`src/rtl/clock_switch_pkg.sv`:
```
// Shared types and helpers for the clock-mux switch controller.
// Select indices are at most 4 bits wide because the mux tops out at 16 inputs.
package clock_switch_pkg;

    localparam int MAX_CLOCKS = 16;

    typedef enum logic [1:0] {
        IDLE  = 2'd0,
        BREAK = 2'd1,
        MAKE  = 2'd2
    } state_t;

    function automatic int sel_width(input int n);
        return (n > 1) ? $clog2(n) : 1;
    endfunction

    function automatic logic [MAX_CLOCKS-1:0] onehot(input logic [3:0] index);
        logic [MAX_CLOCKS-1:0] v;
        v        = '0;
        v[index] = 1'b1;
        return v;
    endfunction

endpackage

```
`src/rtl/clock_switch_ctrl_if.sv`:
```
// Switch-request handshake between a requester and the clock switch controller.
interface clock_switch_ctrl_if
    import clock_switch_pkg::*;
#(
    parameter int SEL_W = sel_width(3)
);
    logic             req_valid;
    logic             req_ready;
    logic [SEL_W-1:0] req_sel;

    modport master (output req_valid, output req_sel, input req_ready);
    modport slave  (input req_valid, input req_sel, output req_ready);
endinterface

```
`src/rtl/clk_activity_mon.sv`:
```
// Per-source activity monitor: synchronises each divide-by-2 toggle, counts edges
// over a shared window and publishes a per-source alive flag at every window wrap.
module clk_activity_mon #(
    parameter int NUM_CLOCKS  = 3,
    parameter int ACT_WINDOW  = 64,
    parameter int MIN_TOGGLES = 2
) (
    input  logic                  clk,
    input  logic                  reset_n,
    input  logic [NUM_CLOCKS-1:0] clk_toggle,
    output logic [NUM_CLOCKS-1:0] clk_alive
);
    localparam int WIN_W = $clog2(ACT_WINDOW);
    localparam int CNT_W = $clog2(MIN_TOGGLES + 1);
    localparam logic [WIN_W-1:0] WIN_LAST = WIN_W'(ACT_WINDOW - 1);
    localparam logic [CNT_W-1:0] CNT_SAT  = CNT_W'(MIN_TOGGLES);

    logic [NUM_CLOCKS-1:0] sync1_reg, sync2_reg, sync3_reg;
    logic [NUM_CLOCKS-1:0] edge_det;
    logic [WIN_W-1:0]      win_cnt_reg;
    logic                  win_wrap;

    assign edge_det = sync2_reg ^ sync3_reg;
    assign win_wrap = (win_cnt_reg == WIN_LAST);

    always_ff @(posedge clk) begin
        if (!reset_n) begin
            sync1_reg   <= '0;
            sync2_reg   <= '0;
            sync3_reg   <= '0;
            win_cnt_reg <= '0;
        end else begin
            sync1_reg   <= clk_toggle;
            sync2_reg   <= sync1_reg;
            sync3_reg   <= sync2_reg;
            win_cnt_reg <= win_cnt_reg + WIN_W'(1);
        end
    end

    generate
        for (genvar gi = 0; gi < NUM_CLOCKS; gi++) begin : g_chan
            logic [CNT_W-1:0] edge_cnt_reg;
            logic             alive_reg;

            always_ff @(posedge clk) begin
                if (!reset_n) begin
                    edge_cnt_reg <= '0;
                    alive_reg    <= 1'b0;
                end else if (win_wrap) begin
                    alive_reg    <= (edge_cnt_reg >= CNT_SAT);
                    // An edge landing on the wrap cycle belongs to the new window.
                    edge_cnt_reg <= edge_det[gi] ? CNT_W'(1) : '0;
                end else if (edge_det[gi] && (edge_cnt_reg < CNT_SAT)) begin
                    edge_cnt_reg <= edge_cnt_reg + CNT_W'(1);
                end
            end

            assign clk_alive[gi] = alive_reg;
        end
    endgenerate

endmodule

```
`src/rtl/clock_switch_ctrl.sv`:
```
// Break-before-make sequencer driving the one-hot select of a glitch-free clock mux.
// Requests to dead or out-of-range sources are rejected with single-cycle error pulses.
module clock_switch_ctrl
    import clock_switch_pkg::*;
#(
    parameter  int NUM_CLOCKS    = 3,
    parameter  int ACT_WINDOW    = 64,
    parameter  int MIN_TOGGLES   = 2,
    parameter  int SETTLE_CYCLES = 16,
    parameter  int DEFAULT_SEL   = 0,
    localparam int SEL_W         = sel_width(NUM_CLOCKS)
) (
    input  logic                  clk,
    input  logic                  reset_n,
    clock_switch_ctrl_if.slave    req,
    input  logic [NUM_CLOCKS-1:0] clk_toggle,
    output logic [NUM_CLOCKS-1:0] clk_select,
    output logic [SEL_W-1:0]      cur_sel,
    output logic                  busy,
    output logic [NUM_CLOCKS-1:0] clk_alive,
    output logic                  err_dead,
    output logic                  err_invalid
);
    localparam int CNT_W = $clog2(SETTLE_CYCLES);
    localparam int PAD_W = 2 ** SEL_W;
    localparam logic [CNT_W-1:0]      SETTLE_LAST    = CNT_W'(SETTLE_CYCLES - 1);
    localparam logic [SEL_W:0]        NUM_CLOCKS_W   = (SEL_W + 1)'(NUM_CLOCKS);
    localparam logic [SEL_W-1:0]      DEFAULT_IDX    = SEL_W'(DEFAULT_SEL);
    localparam logic [NUM_CLOCKS-1:0] DEFAULT_ONEHOT = NUM_CLOCKS'(onehot(4'(DEFAULT_SEL)));

    state_t                state_reg, state_next;
    logic [CNT_W-1:0]      settle_cnt_reg, settle_cnt_next;
    logic [SEL_W-1:0]      target_reg, target_next;
    logic [SEL_W-1:0]      cur_sel_reg, cur_sel_next;
    logic [NUM_CLOCKS-1:0] select_reg, select_next;
    logic                  err_dead_reg, err_dead_next;
    logic                  err_invalid_reg, err_invalid_next;
    logic [PAD_W-1:0]      alive_pad;
    logic                  accept, sel_invalid, settle_done, target_alive, abort;

    clk_activity_mon #(
        .NUM_CLOCKS  (NUM_CLOCKS),
        .ACT_WINDOW  (ACT_WINDOW),
        .MIN_TOGGLES (MIN_TOGGLES)
    ) u_activity_mon (
        .clk        (clk),
        .reset_n    (reset_n),
        .clk_toggle (clk_toggle),
        .clk_alive  (clk_alive)
    );

    // Padding lets any encodable req_sel index the alive vector safely.
    assign alive_pad    = PAD_W'(clk_alive);
    assign accept       = req.req_valid && (state_reg == IDLE);
    assign sel_invalid  = ({1'b0, req.req_sel} >= NUM_CLOCKS_W);
    assign settle_done  = (settle_cnt_reg == SETTLE_LAST);
    assign target_alive = alive_pad[target_reg];
    assign abort        = (state_reg == BREAK) && settle_done && !target_alive;

    always_comb begin
        state_next       = state_reg;
        settle_cnt_next  = settle_cnt_reg;
        target_next      = target_reg;
        cur_sel_next     = cur_sel_reg;
        select_next      = select_reg;
        err_dead_next    = 1'b0;
        err_invalid_next = 1'b0;
        case (state_reg)
            IDLE: begin
                if (accept) begin
                    if (sel_invalid) begin
                        err_invalid_next = 1'b1;
                    end else if (req.req_sel != cur_sel_reg) begin
                        if (!alive_pad[req.req_sel]) begin
                            err_dead_next = 1'b1;
                        end else begin
                            target_next     = req.req_sel;
                            settle_cnt_next = '0;
                            select_next     = '0;
                            state_next      = BREAK;
                        end
                    end
                end
            end
            BREAK: begin
                if (settle_done) begin
                    settle_cnt_next = '0;
                    state_next      = MAKE;
                    // A target that died during the gap falls back to the old source.
                    if (target_alive) begin
                        cur_sel_next = target_reg;
                        select_next  = NUM_CLOCKS'(onehot(4'(target_reg)));
                    end else begin
                        select_next  = NUM_CLOCKS'(onehot(4'(cur_sel_reg)));
                    end
                end else begin
                    settle_cnt_next = settle_cnt_reg + CNT_W'(1);
                end
            end
            MAKE: begin
                if (settle_done) begin
                    settle_cnt_next = '0;
                    state_next      = IDLE;
                end else begin
                    settle_cnt_next = settle_cnt_reg + CNT_W'(1);
                end
            end
            default: state_next = IDLE;
        endcase
    end

    always_ff @(posedge clk) begin
        if (!reset_n) begin
            state_reg       <= IDLE;
            settle_cnt_reg  <= '0;
            target_reg      <= '0;
            cur_sel_reg     <= DEFAULT_IDX;
            select_reg      <= DEFAULT_ONEHOT;
            err_dead_reg    <= 1'b0;
            err_invalid_reg <= 1'b0;
        end else begin
            state_reg       <= state_next;
            settle_cnt_reg  <= settle_cnt_next;
            target_reg      <= target_next;
            cur_sel_reg     <= cur_sel_next;
            select_reg      <= select_next;
            err_dead_reg    <= err_dead_next;
            err_invalid_reg <= err_invalid_next;
        end
    end

    assign req.req_ready = (state_reg == IDLE);
    assign busy          = (state_reg != IDLE);
    assign clk_select    = select_reg;
    assign cur_sel       = cur_sel_reg;
    assign err_dead      = err_dead_reg | abort;
    assign err_invalid   = err_invalid_reg;

endmodule
```
`src/flat_wrapper.sv`:
```
// flat-port wrapper written by rule: the top's interface ports become plain ports
module clock_switch_ctrl_flat import clock_switch_pkg::*;
#(
    parameter  int NUM_CLOCKS    = 3,
    parameter  int ACT_WINDOW    = 64,
    parameter  int MIN_TOGGLES   = 2,
    parameter  int SETTLE_CYCLES = 16,
    parameter  int DEFAULT_SEL   = 0,
    localparam int SEL_W         = sel_width(NUM_CLOCKS)
)
  (clk, reset_n, clk_toggle, clk_select, cur_sel, busy, clk_alive, err_dead, err_invalid, req_req_valid, req_req_sel, req_req_ready);
  clock_switch_ctrl_if req_i ();
  input  logic clk;
  input  logic reset_n;
  input  logic [NUM_CLOCKS-1:0] clk_toggle;
  output logic [NUM_CLOCKS-1:0] clk_select;
  output logic [SEL_W-1:0] cur_sel;
  output logic busy;
  output logic [NUM_CLOCKS-1:0] clk_alive;
  output logic err_dead;
  output logic err_invalid;
  input wire logic [$bits(req_i.req_valid)-1:0] req_req_valid;
  input wire logic [$bits(req_i.req_sel)-1:0] req_req_sel;
  output wire logic [$bits(req_i.req_ready)-1:0] req_req_ready;
  assign req_i.req_valid = req_req_valid;
  assign req_i.req_sel = req_req_sel;
  assign req_req_ready = req_i.req_ready;
  clock_switch_ctrl #(.NUM_CLOCKS(NUM_CLOCKS), .ACT_WINDOW(ACT_WINDOW), .MIN_TOGGLES(MIN_TOGGLES), .SETTLE_CYCLES(SETTLE_CYCLES), .DEFAULT_SEL(DEFAULT_SEL)) u_core (.clk(clk), .reset_n(reset_n), .req(req_i), .clk_toggle(clk_toggle), .clk_select(clk_select), .cur_sel(cur_sel), .busy(busy), .clk_alive(clk_alive), .err_dead(err_dead), .err_invalid(err_invalid));
endmodule
```
`config.mk`:
```
export PLATFORM = sky130hd
export DESIGN_NAME = clock_switch_ctrl_flat
export DESIGN_NICKNAME = d
export VERILOG_FILES = /design/src/rtl/clock_switch_pkg.sv /design/src/rtl/clock_switch_ctrl_if.sv /design/src/rtl/clk_activity_mon.sv /design/src/rtl/clock_switch_ctrl.sv /design/src/flat_wrapper.sv
export SDC_FILE = /design/constraint.sdc
export NUM_CORES = 1
export LEC_CHECK = 0
export CAP_MARGIN = 20
export CELL_PAD_IN_SITES_DETAIL_PLACEMENT = 0
export CELL_PAD_IN_SITES_GLOBAL_PLACEMENT = 1
export CORE_ASPECT_RATIO = 1.25
export CORE_MARGIN = 2
export CORE_UTILIZATION = 42
export DETAILED_ROUTE_END_ITERATION = 6
export PLACE_DENSITY = 0.84
export SYNTH_ARGS = -nofsm -noshare
export SYNTH_HDL_FRONTEND = slang
export SYNTH_SLANG_ARGS = --single-unit
```
`constraint.sdc`:
```
create_clock -name clk -period 2.2 [get_ports clk]
set_input_delay 0.44 -clock clk [delete_from_list [all_inputs] [get_ports clk]]
set_output_delay 0.44 -clock clk [all_outputs]
set_load 0.01 [all_outputs]
```
==> metrics.cfg <==
[die]
die_w_um=64.3
core_um2=4390
fp.dieH_um=79.4
pin_count=20
die-area_um2=5110
row_count=27
initial_utilization_pct=43.5

[drt]
wire_per_inst_um=12.6
drc=0
wl_um=3790
drt-initial-drc-count=134
vias=1537
drt.antenna.violating_nets=0
firstDrtPassIters=4
post_drt_via_cell_ratio=5.11

[cts]
cts.sinks=39
cts_max_level=2
cts_buffers=5
ctsHoldBuffers=0
worstSkewPairLatency_ps=290
cts_setup_buffers=0
cts_tree=yes
path_clk_slew_ps=70
clock_tree.root_cell=clkbuf_8
cts_max_path_buffers=2

[worst_setup_path]
reg2regPathDepth=5
cp_max_fo=5
crit_type=reg -> out
crit_arrival_ps=1640
critPathCaptureType=output port
worstPathRequired_ps=1760
r2r_slack_ps=440
r2r-start=u_core.state_reg[1]$_SDFFE_PN0P_
r2r_end=u_core.settle_cnt_reg[1]$_SDFFE_PN0P_
crit_path_start_kind=flop

[timing]
final_hold_viol_count=0
rsz0062_at_grt=false
relSlewSlack_pct=72.6
setup_viol=0
post-route-period-util_pct=94.6
max_freq_mhz=481
max_slew.worst_pin.slew_ps=401
finClkSkew_ps=8.00
drv_slew=0
fin_crit_ps=2080

[placed_design]
dpl.hpwl_um=2770
gp_congestion=0.856
io_buffers=19
post-place-cells=293

[power_and_ir_drop]
power.total_mw=1.30
ir_drop_v=0.000429
power-per-cell-area_nw_per_um2=566
p_leak_nw=0.906

[global_routing]
grt_use_met1_pct=19.4
grt_usage_pct=16.6
grt_util_met3_pct=3.81
grt_pass1_wl_um=6540
grtUsageMet2_pct=29.0
grt_overflow=0
grt_max_degree=20
grt-busiest-layer=met2
antenna_found_initial=0
grt_pass1_vias=1429

[logic_synthesis]
postSynthAreaPerCell_um2=8.89
synth_edf_count=0
yosys_warnings=0
synth_area_um2=1910
synth_fp_nets=233
synth_top_cell_by_area=dfxtp_1
synth-seq-cells=39
synth_flop_cell=dfxtp_1
synth_area_leaders=dfxtp_1, ha_1, mux2i_1
ys_types=45
yosysSeqAreaShare_pct=40.9
synth-async-reset-ratio_pct=0
netlist.area_leader.share_pct=40.9
synthCells=215

[layout]
fin_cells=301
fill_cells=431
nNetsFinal=260
n_antenna_cell=0
drive_gt1_share_pct=11.9
area_delta_synth_final_pct=20.2

[worst_hold_path]
min_delay_path_depth=1
hold_class=reg -> reg
holdPathEnd=u_core.u_activity_mon.sync2_reg[0]$_SDFF_PN0_
worstHoldStart=u_core.u_activity_mon.sync1_reg[0]$_SDFF_PN0_

[job]
drv_cap=0

[outcome]
outcome=finished, final reports clean

[cell usage after synthesis (3+ instances only)]
library cell  instances
dfxtp_1              39
nor2_1               21
nand2_1              18
inv_1                14
and2_1               11
mux2i_1              11
ha_1                 10
a21oi_1               9
xnor2_1               7
nor3_1                6
o21ai_0               6
o21bai_1              6
and3_1                4
buf_4                 4
nand3_1               4
clkbuf_1              3
nand2b_1              3
nand4b_1              3
o211ai_1              3
[per-stage QoR]
| stage | setup slack, ps | hold slack [ps] | setup TNS [ps] | area, um2 | util [%] |
|---|---|---|---|---|---|
| finish | 120 | 436 | 0 | 2300 | 52.3 |
| global route | 9.20 | 443 | 0 | 2300 | 52.3 |
| CTS | 82.3 | 438 | 0 | 2290 | 52.3 |
| detailed placement | -17.8 | 422 | -46.0 | 2200 | 50.1 |
| global placement | -3.01 | 413 | -4.82 | 2200 | 50.1 |
| floorplan | 553 | 412 | 0 | 1910 | - |
[layout make-up]
type | count | area, um2 | share of cell area [%]
Inverter | 14 | 52.6 | 2.29
Clock buffer | 6 | 72.6 | 3.16
Tap cell | 58 | 72.6 | 3.16
Multi-Input combinational cell | 152 | 1030 | 44.9
Clock inverter | 2 | 12.5 | 0.545
Timing Repair Buffer | 30 | 272 | 11.8
Sequential cell | 39 | 783 | 34.1
[logic make-up (layout without fill, tap and decap cells)]
| group | Yosys count | count (layout) | share of synthesized area [%] |
|---|---|---|---|
| AOI/OAI and AO/OA | 39 | 39 | 13.8 |
| xor gates and xnor gates | 8 | 8 | 3.67 |
| adders and majority gates | 10 | 10 | 6.55 |
| buffers and inverters | 24 | 52 | 5.63 |
| DFF | 39 | 39 | 40.9 |
| muxes | 13 | 13 | 6.94 |
| and+or+nand+nor | 82 | 82 | 22.5 |
[where the power goes]
group          internal, mW  switching, mW
clock                 0.221          0.254
sequential            0.724         0.0112
combinational        0.0459         0.0431
[metal layers]
metal  wire length [um]  up-vias
met5                  0        -
met4                 67        0
met3                102        7
met2               1920       23
met1               1700      717
li1                   -      790
[worst max-delay path by stage]
stage	startpoint	endpoint	slack, ps	cells past startpoint
detailed placement	req_req_sel[0]	u_core.settle_cnt_reg[1]$_SDFFE_PN0P_	-20	5
finish	u_core.state_reg[1]$_SDFFE_PN0P_	busy	120	4
global placement	req_req_sel[0]	u_core.settle_cnt_reg[1]$_SDFFE_PN0P_	-3	5
CTS	u_core.state_reg[0]$_SDFFE_PN0P_	busy	80	4
global route	u_core.state_reg[1]$_SDFFE_PN0P_	busy	9	4
floorplan	req_req_sel[0]	u_core.settle_cnt_reg[0]$_SDFFE_PN0P_	550	6
[cell usage in the layout (no fill, tap or decap), types with 3 or more instances in the layout]
cell type        count
clkbuf_8             5
and2_1              10
nand2b_1             3
nand4b_1             3
buf_4               11
o21bai_1             6
xnor2_1              7
mux2i_1             11
dfxtp_1             37
nand3_1              4
nand2_1             18
clkdlybuf4s50_1     18
ha_1                 9
o21ai_0              6
and3_1               4
nor2_1              21
nor3_1               6
inv_1               14
o211ai_1             3
a21oi_1              8
[what timing repair did]
action / CTS / global route
resized for setup: 5 / 1
pin swaps: 1 / 0
endpoints found under the hold margin: 0 / 0
endpoints found under the setup margin: 1 / 1
[critical path, cell delays in order, from the launching register on]
cell             delay (ps)
dfxtp_1                 380
inv_1                   120
ha_1                    260
inv_1                    70
clkdlybuf4s50_1         520
No activity file was read; power rests on OpenSTA's default activity.
